==> src/rtl/dsram_bus_bridge.sv <==
`default_nettype none
// ============================================================================
// Module      : dsram_bus_bridge
// Description : Converts the core's single-cycle data-SRAM access into a
//               req/addr_ok/data_ok bus handshake, one transaction in flight.
//               Optional watchdog: define DSRAM_BRIDGE_TIMEOUT_EN.
// Revision    : 1.0 - initial release
// ============================================================================
module dsram_bus_bridge #(
    parameter int ADDR_W      = 32,
    parameter int TIMEOUT_CYC = 255
) (
    input  logic              clk,
    input  logic              rst,
    input  logic              core_en,
    input  logic [3:0]        core_wen,
    input  logic [ADDR_W-1:0] core_addr,
    input  logic [31:0]       core_wdata,
    output logic [31:0]       core_rdata,
    output logic              stallreq,
    output logic              bus_req,
    output logic              bus_wr,
    output logic [1:0]        bus_size,
    output logic [3:0]        bus_wstrb,
    output logic [ADDR_W-1:0] bus_addr,
    output logic [31:0]       bus_wdata,
    input  logic              bus_addr_ok,
    input  logic              bus_data_ok,
    input  logic [31:0]       bus_rdata,
    output logic              bus_err
);

    typedef enum logic [1:0] {
        S_IDLE = 2'd0,
        S_REQ  = 2'd1,
        S_WAIT = 2'd2,
        S_DONE = 2'd3
    } state_t;

    localparam logic [31:0] c_TIMEOUT_RDATA = 32'hDEAD_BEEF;

    state_t            r_state;
    state_t            w_state_next;
    logic [3:0]        r_wen;
    logic [ADDR_W-1:0] r_addr;
    logic [31:0]       r_wdata;
    logic [31:0]       r_rdata;
    logic              w_is_read;
    logic              w_active;
    logic              w_data_done;
    logic              w_timeout;
    logic [1:0]        w_size;

    // The watchdog counter is 16 bits wide, so the limit must fit in it.
    if (TIMEOUT_CYC < 1 || TIMEOUT_CYC > 65535) begin : g_bad_timeout
        $error("dsram_bus_bridge: TIMEOUT_CYC must be in 1..65535");
    end

    assign w_is_read   = (r_wen == 4'b0000);
    assign w_active    = (r_state != S_IDLE);
    assign w_data_done = ((r_state == S_REQ) && bus_addr_ok && bus_data_ok) ||
                         ((r_state == S_WAIT) && bus_data_ok);

`ifdef DSRAM_BRIDGE_TIMEOUT_EN
    localparam logic [15:0] c_WDOG_LIMIT = 16'(TIMEOUT_CYC);

    logic [15:0] r_wdog;
    logic        r_err;

    // r_wdog equals the number of cycles spent so far in REQ/WAIT.
    assign w_timeout = ((r_state == S_REQ) || (r_state == S_WAIT)) &&
                       !w_data_done && (r_wdog == c_WDOG_LIMIT);

    always_ff @(posedge clk) begin
        if (!rst) begin
            r_wdog <= 16'd0;
            r_err  <= 1'b0;
        end else begin
            if ((w_state_next == S_REQ) || (w_state_next == S_WAIT)) begin
                r_wdog <= r_wdog + 16'd1;
            end else begin
                r_wdog <= 16'd0;
            end
            if (w_timeout) begin
                r_err <= 1'b1;
            end
        end
    end

    assign bus_err = r_err;
`else
    assign w_timeout = 1'b0;
    assign bus_err   = 1'b0;
`endif

    always_comb begin
        w_state_next = r_state;
        case (r_state)
            S_IDLE: if (core_en) w_state_next = S_REQ;
            S_REQ: begin
                if (bus_addr_ok) begin
                    w_state_next = bus_data_ok ? S_DONE : S_WAIT;
                end
            end
            S_WAIT: if (bus_data_ok) w_state_next = S_DONE;
            S_DONE: w_state_next = S_IDLE;
            default: w_state_next = S_IDLE;
        endcase
        if (w_timeout) begin
            w_state_next = S_DONE;
        end
    end

    always_ff @(posedge clk) begin
        if (!rst) begin
            r_state <= S_IDLE;
            r_wen   <= 4'b0000;
            r_addr  <= '0;
            r_wdata <= 32'd0;
            r_rdata <= 32'd0;
        end else begin
            r_state <= w_state_next;
            // Only IDLE accepts a new access; core inputs seen in DONE are stale.
            if ((r_state == S_IDLE) && core_en) begin
                r_wen   <= core_wen;
                r_addr  <= core_addr;
                r_wdata <= core_wdata;
            end
            if (w_data_done && w_is_read) begin
                r_rdata <= bus_rdata;
            end else if (w_timeout && w_is_read) begin
                r_rdata <= c_TIMEOUT_RDATA;
            end
        end
    end

    always_comb begin
        w_size = 2'd2;
        case (r_wen)
            4'b0011, 4'b1100:                   w_size = 2'd1;
            4'b0001, 4'b0010, 4'b0100, 4'b1000: w_size = 2'd0;
            default:                            w_size = 2'd2;
        endcase
    end

    assign bus_req    = (r_state == S_REQ);
    assign bus_wr     = w_active & (|r_wen);
    assign bus_size   = w_active ? w_size : 2'd0;
    assign bus_wstrb  = w_active ? r_wen : 4'b0000;
    assign bus_addr   = w_active ? r_addr : '0;
    assign bus_wdata  = w_active ? r_wdata : 32'd0;
    assign core_rdata = r_rdata;
    assign stallreq   = ((r_state == S_IDLE) && core_en) ||
                        (r_state == S_REQ) || (r_state == S_WAIT);

endmodule
`default_nettype wire

==> config.mk <==
export PLATFORM = sky130hd
export DESIGN_NAME = dsram_bus_bridge
export DESIGN_NICKNAME = d
export VERILOG_FILES = /design/src/rtl/dsram_bus_bridge.sv
export SDC_FILE = /design/constraint.sdc
export NUM_CORES = 1
export LEC_CHECK = 0
export BUFFER_PORTS_ARGS = -buffer_cell sky130_fd_sc_hd__buf_2
export CAP_MARGIN = 20
export CORE_MARGIN = 1
export CORE_UTILIZATION = 49
export CTS_CLUSTER_DIAMETER = 200
export DETAILED_ROUTE_END_ITERATION = 8
export PLACE_DENSITY = 0.84
export REMOVE_ABC_BUFFERS = 1
export SLEW_MARGIN = 20
export SYNTH_ARGS = -nofsm -noshare
export SYNTH_HDL_FRONTEND = slang
export SYNTH_SLANG_ARGS = --single-unit
==> constraint.sdc <==
create_clock -name clk -period 3.55 [get_ports clk]
set_clock_uncertainty 0.2 [all_clocks]
set_input_delay 0.71 -clock clk [delete_from_list [all_inputs] [get_ports clk]]
set_output_delay 0.71 -clock clk [all_outputs]
set_load 0.005 [all_outputs]
==> reports/metrics.yaml, run 1 <==
worst_skew_pair.late_latency_ns: 0.34
hold-worst-slack_ns: 0.256
rows: 33
avgSynthCellArea_sq_um: 7.94
post-route-cell-area_sq_um: 5490
setup_violations: 0
fmaxAchievable_ghz: 0.339
netSwitchingFraction: 0.374
synth_top_area_share: 0.473
rrSetupSlack_ns: 1.18
worstMarginPinSlew_ns: 0.895
layout.filler_cells: 717
setup-tns-final_ns: 0
ys_types: 28
initial_utilization: 0.515
timing.reg2reg.worst_path_depth: 6
firstDrtPassIters: 4
yosys.cell_count.top_type: "sky130_fd_sc_hd__nand2_1"
wl_per_cell_microns: 12.5
die_area_sq_um: 9180
worst-endpoint-arrival_ns: 2.04
layout_cells_sized_above_1: 0.320
post_cts.resized_instances: 0
cts_tree: "yes"
netlist.top_cell.by_area: "sky130_fd_sc_hd__dfxtp_1"
detailed_place.area_sq_um: 5320
synthesis.instances: 543
seqPwrFrac: 0.433
synth_edf_count: 0
worstSetupStartpointType: "flop"
die_w_microns: 95.8
cp_slowest_cell: "sky130_fd_sc_hd__buf_4"
critical_path_depth: 5
p_leak_uw: 0.00256
max-cap-violations: 0
synth_flop_type: "sky130_fd_sc_hd__dfxtp_1"
worstPathMaxFanout: 59
via_count: 4122
ctsHoldBuffers: 0
slew_headroom: 0.403
detailedPlace.worstSlack_ns: 0.970
critPathCaptureType: "output port"
dr.first_iter.drc_count: 118
cp_cell_sequence: "inv_1, ha_2, buf_4, nor2b_1, buf_2"
top_level_ports: 211
core_sq_um: 8380
clock_tree.buffer_depth: 2
netlist_area_sq_um: 4310
number_of_global_route_vias_before_repair: 3705
detail_route.wirelength_microns: 10500
worstSetupPathType: "reg2out"
rsz0062_at_grt: "no"
chipHeight_microns: 95.8
diodes: 0
grt.overflow.total: 0
power-per-cell-area_nw_per_um2: 610
ys_top_cells_by_count: "sky130_fd_sc_hd__nand2_1 (201), sky130_fd_sc_hd__dfxtp_1 (102), sky130_fd_sc_hd__nor2b_1 (72)"
drt-vias-per-instance: 4.93
clk_root_buffer_cell: "sky130_fd_sc_hd__clkbuf_8"
htree_num_levels: 3
synth_seq_area_share: 0.473
cts.clk_slew.worst_paths_ns: 0.10
number_of_post_cts_setup_repair_buffers: 0
grt_use_total: 0.221
grt_pass1_wl_microns: 16000
power_frac_clock: 0.188
grt_start_max_net_pins: 71
regToRegEndpoint: "r_state[0]"
critical_path_buf_inv_count: 3
cellInternalPower_uw: 2100
timing.critical_path.from: "r_state[0]"
final_number_of_max_transition_violations: 0
flow.area_growth_from_synthesis_pct: 27.3
post-route-drc-count: 0
synth-seq-cells: 102
dpl.hpwl_microns: 7610
critPathTopFamily: "buffers and inverters"
finalHoldViolations: 0
layout.core_utilization: 0.655
final.min_clock_period_ns: 2.95
layout_worst_path_cycle_share: 0.832
timing.critical_path.to: "bus_wdata[3]"
ys_async_sr_fraction: 0
clock_sink_count: 102
cts_buffers: 9
slowest_delay_ns: 0.53
ys_top_cells_by_area: "sky130_fd_sc_hd__dfxtp_1 (47%), sky130_fd_sc_hd__nand2_1 (17%), sky130_fd_sc_hd__nor2b_1 (10%)"
route.antenna.remaining_nets: 0
count_of_synthesis_stage_warnings_from_yosys: 0
hold_path.class: "reg2reg"
io_buffer_count: 209
postLayoutSetupSlackWorst_ns: 0.598
status: "finished clean"
final_nets: 834
cp.required_ns: 2.64
globalplace.congestion: 0.800
antenna_found_initial: 0
net-switching-power_uw: 1250
max-vdd-ir-drop_mv: 0.323
r2r_startpoint: "r_state[0]"
comb_power_share: 0.378
==> power by group through the flow <==
stage / registers [uW] / logic [uW] / clock network (uW)
final: 1450 / 1270 / 631
after global routing: 1480 / 1430 / 700
after CTS: 1450 / 1290 / 650
after detailed placement: 1480 / 1280 / 0
after global placement: 1470 / 1240 / 0
after floorplan: 1450 / 804 / 0
==> flip-flops by register name, indices dropped and copies added, names as in the netlist <==
name        cells
r_state         2
r_wdata        32
core_rdata     32
r_wen           4
r_addr         32
==> cell usage in the layout, fill, tap and decap left out, types with 2 or more instances in the layout <==
cell	instances
sky130_fd_sc_hd__mux2i_1	32
sky130_fd_sc_hd__dfxtp_1	102
sky130_fd_sc_hd__nand2_1	200
sky130_fd_sc_hd__clkbuf_1	2
sky130_fd_sc_hd__nor2b_1	72
sky130_fd_sc_hd__a211oi_1	2
sky130_fd_sc_hd__buf_4	5
sky130_fd_sc_hd__clkbuf_8	9
sky130_fd_sc_hd__buf_2	209
sky130_fd_sc_hd__a21oi_1	71
sky130_fd_sc_hd__nor2_1	3
sky130_fd_sc_hd__clkinv_2	3
sky130_fd_sc_hd__inv_1	2
sky130_fd_sc_hd__ha_1	2
==> cells by family after synthesis <==
family / share of synthesized area
AND/OR/NAND/NOR: 0.296
AO/OA/AOI/OAI: 0.0931
multiplexers: 0.0743
buffers and inverters: 0.0534
other: 0.000869
flip-flops: 0.473
adder cells (fa/ha/maj): 0.00870
==> layout make-up <==
type | instances | area [sq um] | share of cell area
Multi-Input combinational cell | 396 | 2050 | 0.374
Sequential cell | 102 | 2040 | 0.372
Timing Repair Buffer | 214 | 1080 | 0.197
Clock buffer | 11 | 131 | 0.0239
Tap cell | 105 | 131 | 0.0239
Clock inverter | 5 | 35.0 | 0.00638
Inverter | 3 | 12.5 | 0.00228
==> worst min-delay path: stages, from the launching register on <==
cell	delay [ns]
sky130_fd_sc_hd__dfxtp_1	0.32
sky130_fd_sc_hd__nand2_1	0.05
sky130_fd_sc_hd__a21oi_1	0.05
==> worst min-delay path by stage <==
stage / depth (start not counted) / from / slack, ns / end
2_1_floorplan: 2 / r_addr[0] / 0.23 / r_addr[0]
3_3_place_gp: 2 / r_addr[7] / 0.24 / r_addr[7]
3_5_place_dp: 2 / r_addr[28] / 0.24 / r_addr[28]
4_1_cts: 2 / r_addr[28] / 0.25 / r_addr[28]
5_1_grt: 2 / r_addr[12] / 0.27 / r_addr[12]
6_report: 2 / r_addr[24] / 0.26 / r_addr[24]
==> stage by stage <==
step           instances  power [uW]
2_1_floorplan        501        2260
3_3_place_gp         820        2700
3_5_place_dp         820        2760
4_1_cts              836        3390
5_1_grt              836        3610
6_report             836        3350
==> metal layers <==
metal | share of wire | wire length [microns] | track usage | vias up
met1 | 0.42 | 4360 | 0.244 | 1854
met2 | 0.49 | 5090 | 0.395 | 170
met5 | 0 | 0 | 0 | -
met4 | 0.014 | 150 | 0.0833 | 0
li1 | - | - | - | 2084
met3 | 0.083 | 867 | 0.0695 | 14
Power figures use the tool's default switching activity.
==> inputs of run 2 (changes only) <==
--- a/config.mk
+++ b/config.mk
@@ -8,10 +8,10 @@
 export BUFFER_PORTS_ARGS = -buffer_cell sky130_fd_sc_hd__buf_2
 export CAP_MARGIN = 20
 export CORE_MARGIN = 1
-export CORE_UTILIZATION = 49
+export CORE_UTILIZATION = 42
 export CTS_CLUSTER_DIAMETER = 200
 export DETAILED_ROUTE_END_ITERATION = 8
-export PLACE_DENSITY = 0.84
+export PLACE_DENSITY = 0.77
 export REMOVE_ABC_BUFFERS = 1
 export SLEW_MARGIN = 20
 export SYNTH_ARGS = -nofsm -noshare
==> constraint.sdc (replaced) <==
create_clock -name clk -period 2.5 [get_ports clk]
set_clock_uncertainty 0.2 [all_clocks]
set_input_delay 0.5 -clock clk [delete_from_list [all_inputs] [get_ports clk]]
set_output_delay 0.5 -clock clk [all_outputs]
set_load 0.005 [all_outputs]
==> reports/metrics.yaml, run 2 (same netlist as run 1, synthesis figures left out) <==
number_of_global_route_vias_before_repair: 3626
detail_route.wirelength_microns: 10700
post_cts.resized_instances: 1
final.min_clock_period_ns: 2.38
top_level_ports: 211
firstDrtPassIters: 4
worstPathMaxFanout: 15
slew_headroom: 0.549
post-route-drc-count: 0
slowest_delay_ns: 0.35
number_of_post_cts_setup_repair_buffers: 0
hold_path.class: "in2reg"
status: "finished clean"
wl_per_cell_microns: 12.4
antenna_found_initial: 0
diodes: 0
fmaxAchievable_ghz: 0.420
multi_input_gate_area_sq_um: 2060
ctsHoldBuffers: 0
dpl.hpwl_microns: 7640
overall_power_uw: 5010
finalHoldViolations: 0
grt_pass1_wl_microns: 15800
max-cap-violations: 0
critPathTopFamily: "simple AND/OR/NAND/NOR gates"
setup_violations: 0
worst-endpoint-arrival_ns: 1.68
flow.area_growth_from_synthesis_pct: 30.6
rsz0062_at_grt: "no"
grt_start_max_net_pins: 71
rrSetupSlack_ns: 0.44
initial_utilization: 0.437
die_w_microns: 103
grt.overflow.total: 0
top_library_cells_by_usage_in_the_layout_fill_and_taps_aside: "sky130_fd_sc_hd__buf_2 (209), sky130_fd_sc_hd__nand2_1 (200), sky130_fd_sc_hd__dfxtp_1 (101)"
worstSetupPathType: "reg2out"
max-vdd-ir-drop_mv: 1.35
final_nets: 836
cts.clk_slew.worst_paths_ns: 0.09
io_buffer_count: 209
worstSetupStartpointType: "flop"
die_area_sq_um: 10700
route.antenna.remaining_nets: 0
drt-vias-per-instance: 4.73
layout_commonest_cell: "sky130_fd_sc_hd__buf_2"
critical_path_buf_inv_count: 2
worst_skew_pair.late_latency_ns: 0.35
area.sequential_sq_um: 2040
hold-worst-slack_ns: 0.180
chipHeight_microns: 103
cts_buffers: 9
p_leak_uw: 0.00260
dr.first_iter.drc_count: 96
clock_sink_count: 102
power-per-cell-area_nw_per_um2: 889
layout.filler_cells: 895
via_count: 4094
cp_slowest_cell: "sky130_fd_sc_hd__dfxtp_1"
worstMarginPinSlew_ns: 0.676
cp_cell_sequence: "inv_1, ha_4, and2_2, or3_1, buf_2"
cts_tree: "yes"
critPathCaptureType: "output port"
layout_cells_sized_above_1: 0.323
setup-tns-final_ns: 0
clock_tree.buffer_depth: 2
htree_num_levels: 3
clk_root_buffer_cell: "sky130_fd_sc_hd__clkbuf_8"
grt_use_total: 0.190
globalplace.congestion: 0.766
final_number_of_max_transition_violations: 0
layout_worst_path_cycle_share: 0.952
core_sq_um: 9860
cp.required_ns: 1.80
rows: 36
[run 2: per-stage QoR]
stage / setup slack, ns / instances / util / instance area [sq um]
final: 0.120 / 866 / 0.571 / 5630
after floorplan: -1.55 / 501 / - / 4090
after CTS: 0.0541 / 866 / 0.571 / 5630
after global routing: 0.0222 / 866 / 0.571 / 5630
after global placement: 0.437 / 850 / 0.550 / 5420
after detailed placement: 0.325 / 850 / 0.550 / 5420
[run 2: path summary, 6_finish.rpt]
kind / startpoint / to / cells past startpoint
worst max-delay path: r_state[0] / stallreq / 5
worst min-delay path: core_addr[7] / r_addr[7] / 3
worst min register to register: r_wdata[14] / r_wdata[14] / 2
worst max register to register: r_state[0] / r_addr[3] / 6
[run 2: routing by layer]
metal,share of wire,vias to the layer above,GRT usage
met5,0,-,0
met4,0.012,0,0.0780
met3,0.081,12,0.0517
met2,0.50,167,0.354
met1,0.41,1824,0.203
li1,-,2091,-
[run 2: report_power, final]
group	switching (uW)	total, uW	internal, uW
clock	519	1040	518
sequential	145	2060	1910
combinational	1130	1920	784
[run 2: final cells by class]
type                    count  area share
repair buffers            216       0.204
inverters                   3     0.00200
clock buffers              13      0.0282
multi-input cells         396       0.366
well taps                 133      0.0295
clock inverters             3     0.00755
flip-flops and latches    102       0.363
[run 2: tightest hold or removal path, cell delays in order]
cell and delay [ns]:
sky130_fd_sc_hd__buf_2 0.09, sky130_fd_sc_hd__nand2_1 0.04, sky130_fd_sc_hd__a21oi_1 0.05
==> inputs of run 3 (changes only) <==
--- a/config.mk
+++ b/config.mk
@@ -5,13 +5,13 @@
 export SDC_FILE = /design/constraint.sdc
 export NUM_CORES = 1
 export LEC_CHECK = 0
-export BUFFER_PORTS_ARGS = -buffer_cell sky130_fd_sc_hd__buf_2
 export CAP_MARGIN = 20
 export CORE_MARGIN = 1
-export CORE_UTILIZATION = 42
+export CORE_UTILIZATION = 55
 export CTS_CLUSTER_DIAMETER = 200
 export DETAILED_ROUTE_END_ITERATION = 8
-export PLACE_DENSITY = 0.77
+export DONT_BUFFER_PORTS = 1
+export PLACE_DENSITY = 0.73
 export REMOVE_ABC_BUFFERS = 1
 export SLEW_MARGIN = 20
 export SYNTH_ARGS = -nofsm -noshare
==> reports/metrics.yaml, run 3 (same netlist as run 1, synthesis figures left out) <==
setup_violations: 0
diodes: 0
firstDrtPassIters: 4
post_cts.resized_instances: 0
clk_root_buffer_cell: "sky130_fd_sc_hd__clkbuf_8"
power-per-cell-area_nw_per_um2: 1010
rsz0062_at_grt: "no"
critical_path_buf_inv_count: 1
cp.required_ns: 1.80
route.antenna.remaining_nets: 0
number_of_post_cts_setup_repair_buffers: 0
globalplace.congestion: 0.777
cts.clk_slew.worst_paths_ns: 0.09
layout_worst_path_cycle_share: 0.909
max-cap-violations: 0
grt_pass1_wl_microns: 14100
final.min_clock_period_ns: 2.27
rows: 31
worst-endpoint-arrival_ns: 1.57
worstPathMaxFanout: 5
final_number_of_max_transition_violations: 0
ctsHoldBuffers: 0
htree_num_levels: 3
worstMarginPinSlew_ns: 0.655
detailed_place.area_sq_um: 4350
io_buffer_count: 0
dr.first_iter.drc_count: 136
worst_skew_pair.late_latency_ns: 0.35
slew_headroom: 0.563
worstSetupStartpointType: "flop"
status: "finished clean"
dpl.hpwl_microns: 6200
critPathTopFamily: "simple AND/OR/NAND/NOR gates"
detail_route.wirelength_microns: 8990
via_count: 3321
grt_use_total: 0.214
die_w_microns: 90.6
post-route-cell-area_sq_um: 4510
worstSetupPathType: "reg2out"
initial_utilization: 0.582
critPathCaptureType: "output port"
drt-vias-per-instance: 5.33
cts_buffers: 9
final_nets: 627
grt.overflow.total: 0
grt_start_max_net_pins: 71
antenna_found_initial: 0
chipHeight_microns: 90.6
flow.area_growth_from_synthesis_pct: 4.67
post-route-drc-count: 0
number_of_global_route_vias_before_repair: 2991
cp_slowest_cell: "sky130_fd_sc_hd__dfxtp_1"
top_level_ports: 211
layout.core_utilization: 0.609
clock_tree.buffer_depth: 2
clock_sink_count: 102
p_leak_uw: 0.00160
fmaxAchievable_ghz: 0.440
hold_path.class: "in2reg"
wl_per_cell_microns: 14.4
hold-worst-slack_ns: 0.0702
cp_cell_sequence: "inv_1, ha_2, and2_2, or3_1"
core_sq_um: 7410
die_area_sq_um: 8200
layout_cells_sized_above_1: 0.0496
finalHoldViolations: 0
layout_commonest_cell: "sky130_fd_sc_hd__nand2_1"
max-vdd-ir-drop_mv: 0.523
cts_tree: "yes"
top_library_cells_by_usage_in_the_layout_fill_and_taps_aside: "sky130_fd_sc_hd__nand2_1 (200), sky130_fd_sc_hd__dfxtp_1 (102), sky130_fd_sc_hd__nor2b_1 (72)"
slowest_delay_ns: 0.39
[run 3: final cells by class]
cell class | instances | area (sq um)
clock buffers | 13 | 149
clock inverters | 3 | 20.0
fillers | 674 | 2890
inverters | 3 | 11.3
multi-input cells | 396 | 2050
flip-flops and latches | 102 | 2040
well taps | 99 | 124
repair buffers | 7 | 115
[run 3: worst paths after layout]
path                      start  slack [ns]  cells after the start    endpoint
setup / recovery     r_state[1]        0.23                      4    stallreq
hold / removal    core_wdata[7]        0.07                      2  r_wdata[7]
setup reg to reg     r_state[0]        0.54                      6  r_addr[15]
hold reg to reg       r_addr[4]        0.25                      2   r_addr[4]
[run 3: power breakdown]
part	switching [uW]	internal (uW)
Clock	523	390
Combinational	993	577
Sequential	159	1910
[run 3: per-stage QoR]
stage	instances	setup slack, ns	total power [uW]	TNS [ns]
floorplan	501	-1.55	3200	-126.76
CTS	623	0.204	4620	0
finish	623	0.227	4550	0
detailed placement	607	0.534	3710	0
global route	623	0.173	4870	0
global placement	607	0.612	3660	0
[run 3: metal layers]
layer	wire [microns]	vias up	GRT usage
met3	673	24	0.0598
li1	-	1678	-
met4	305	0	0.117
met2	4280	124	0.357
met5	0	-	0
met1	3730	1495	0.246
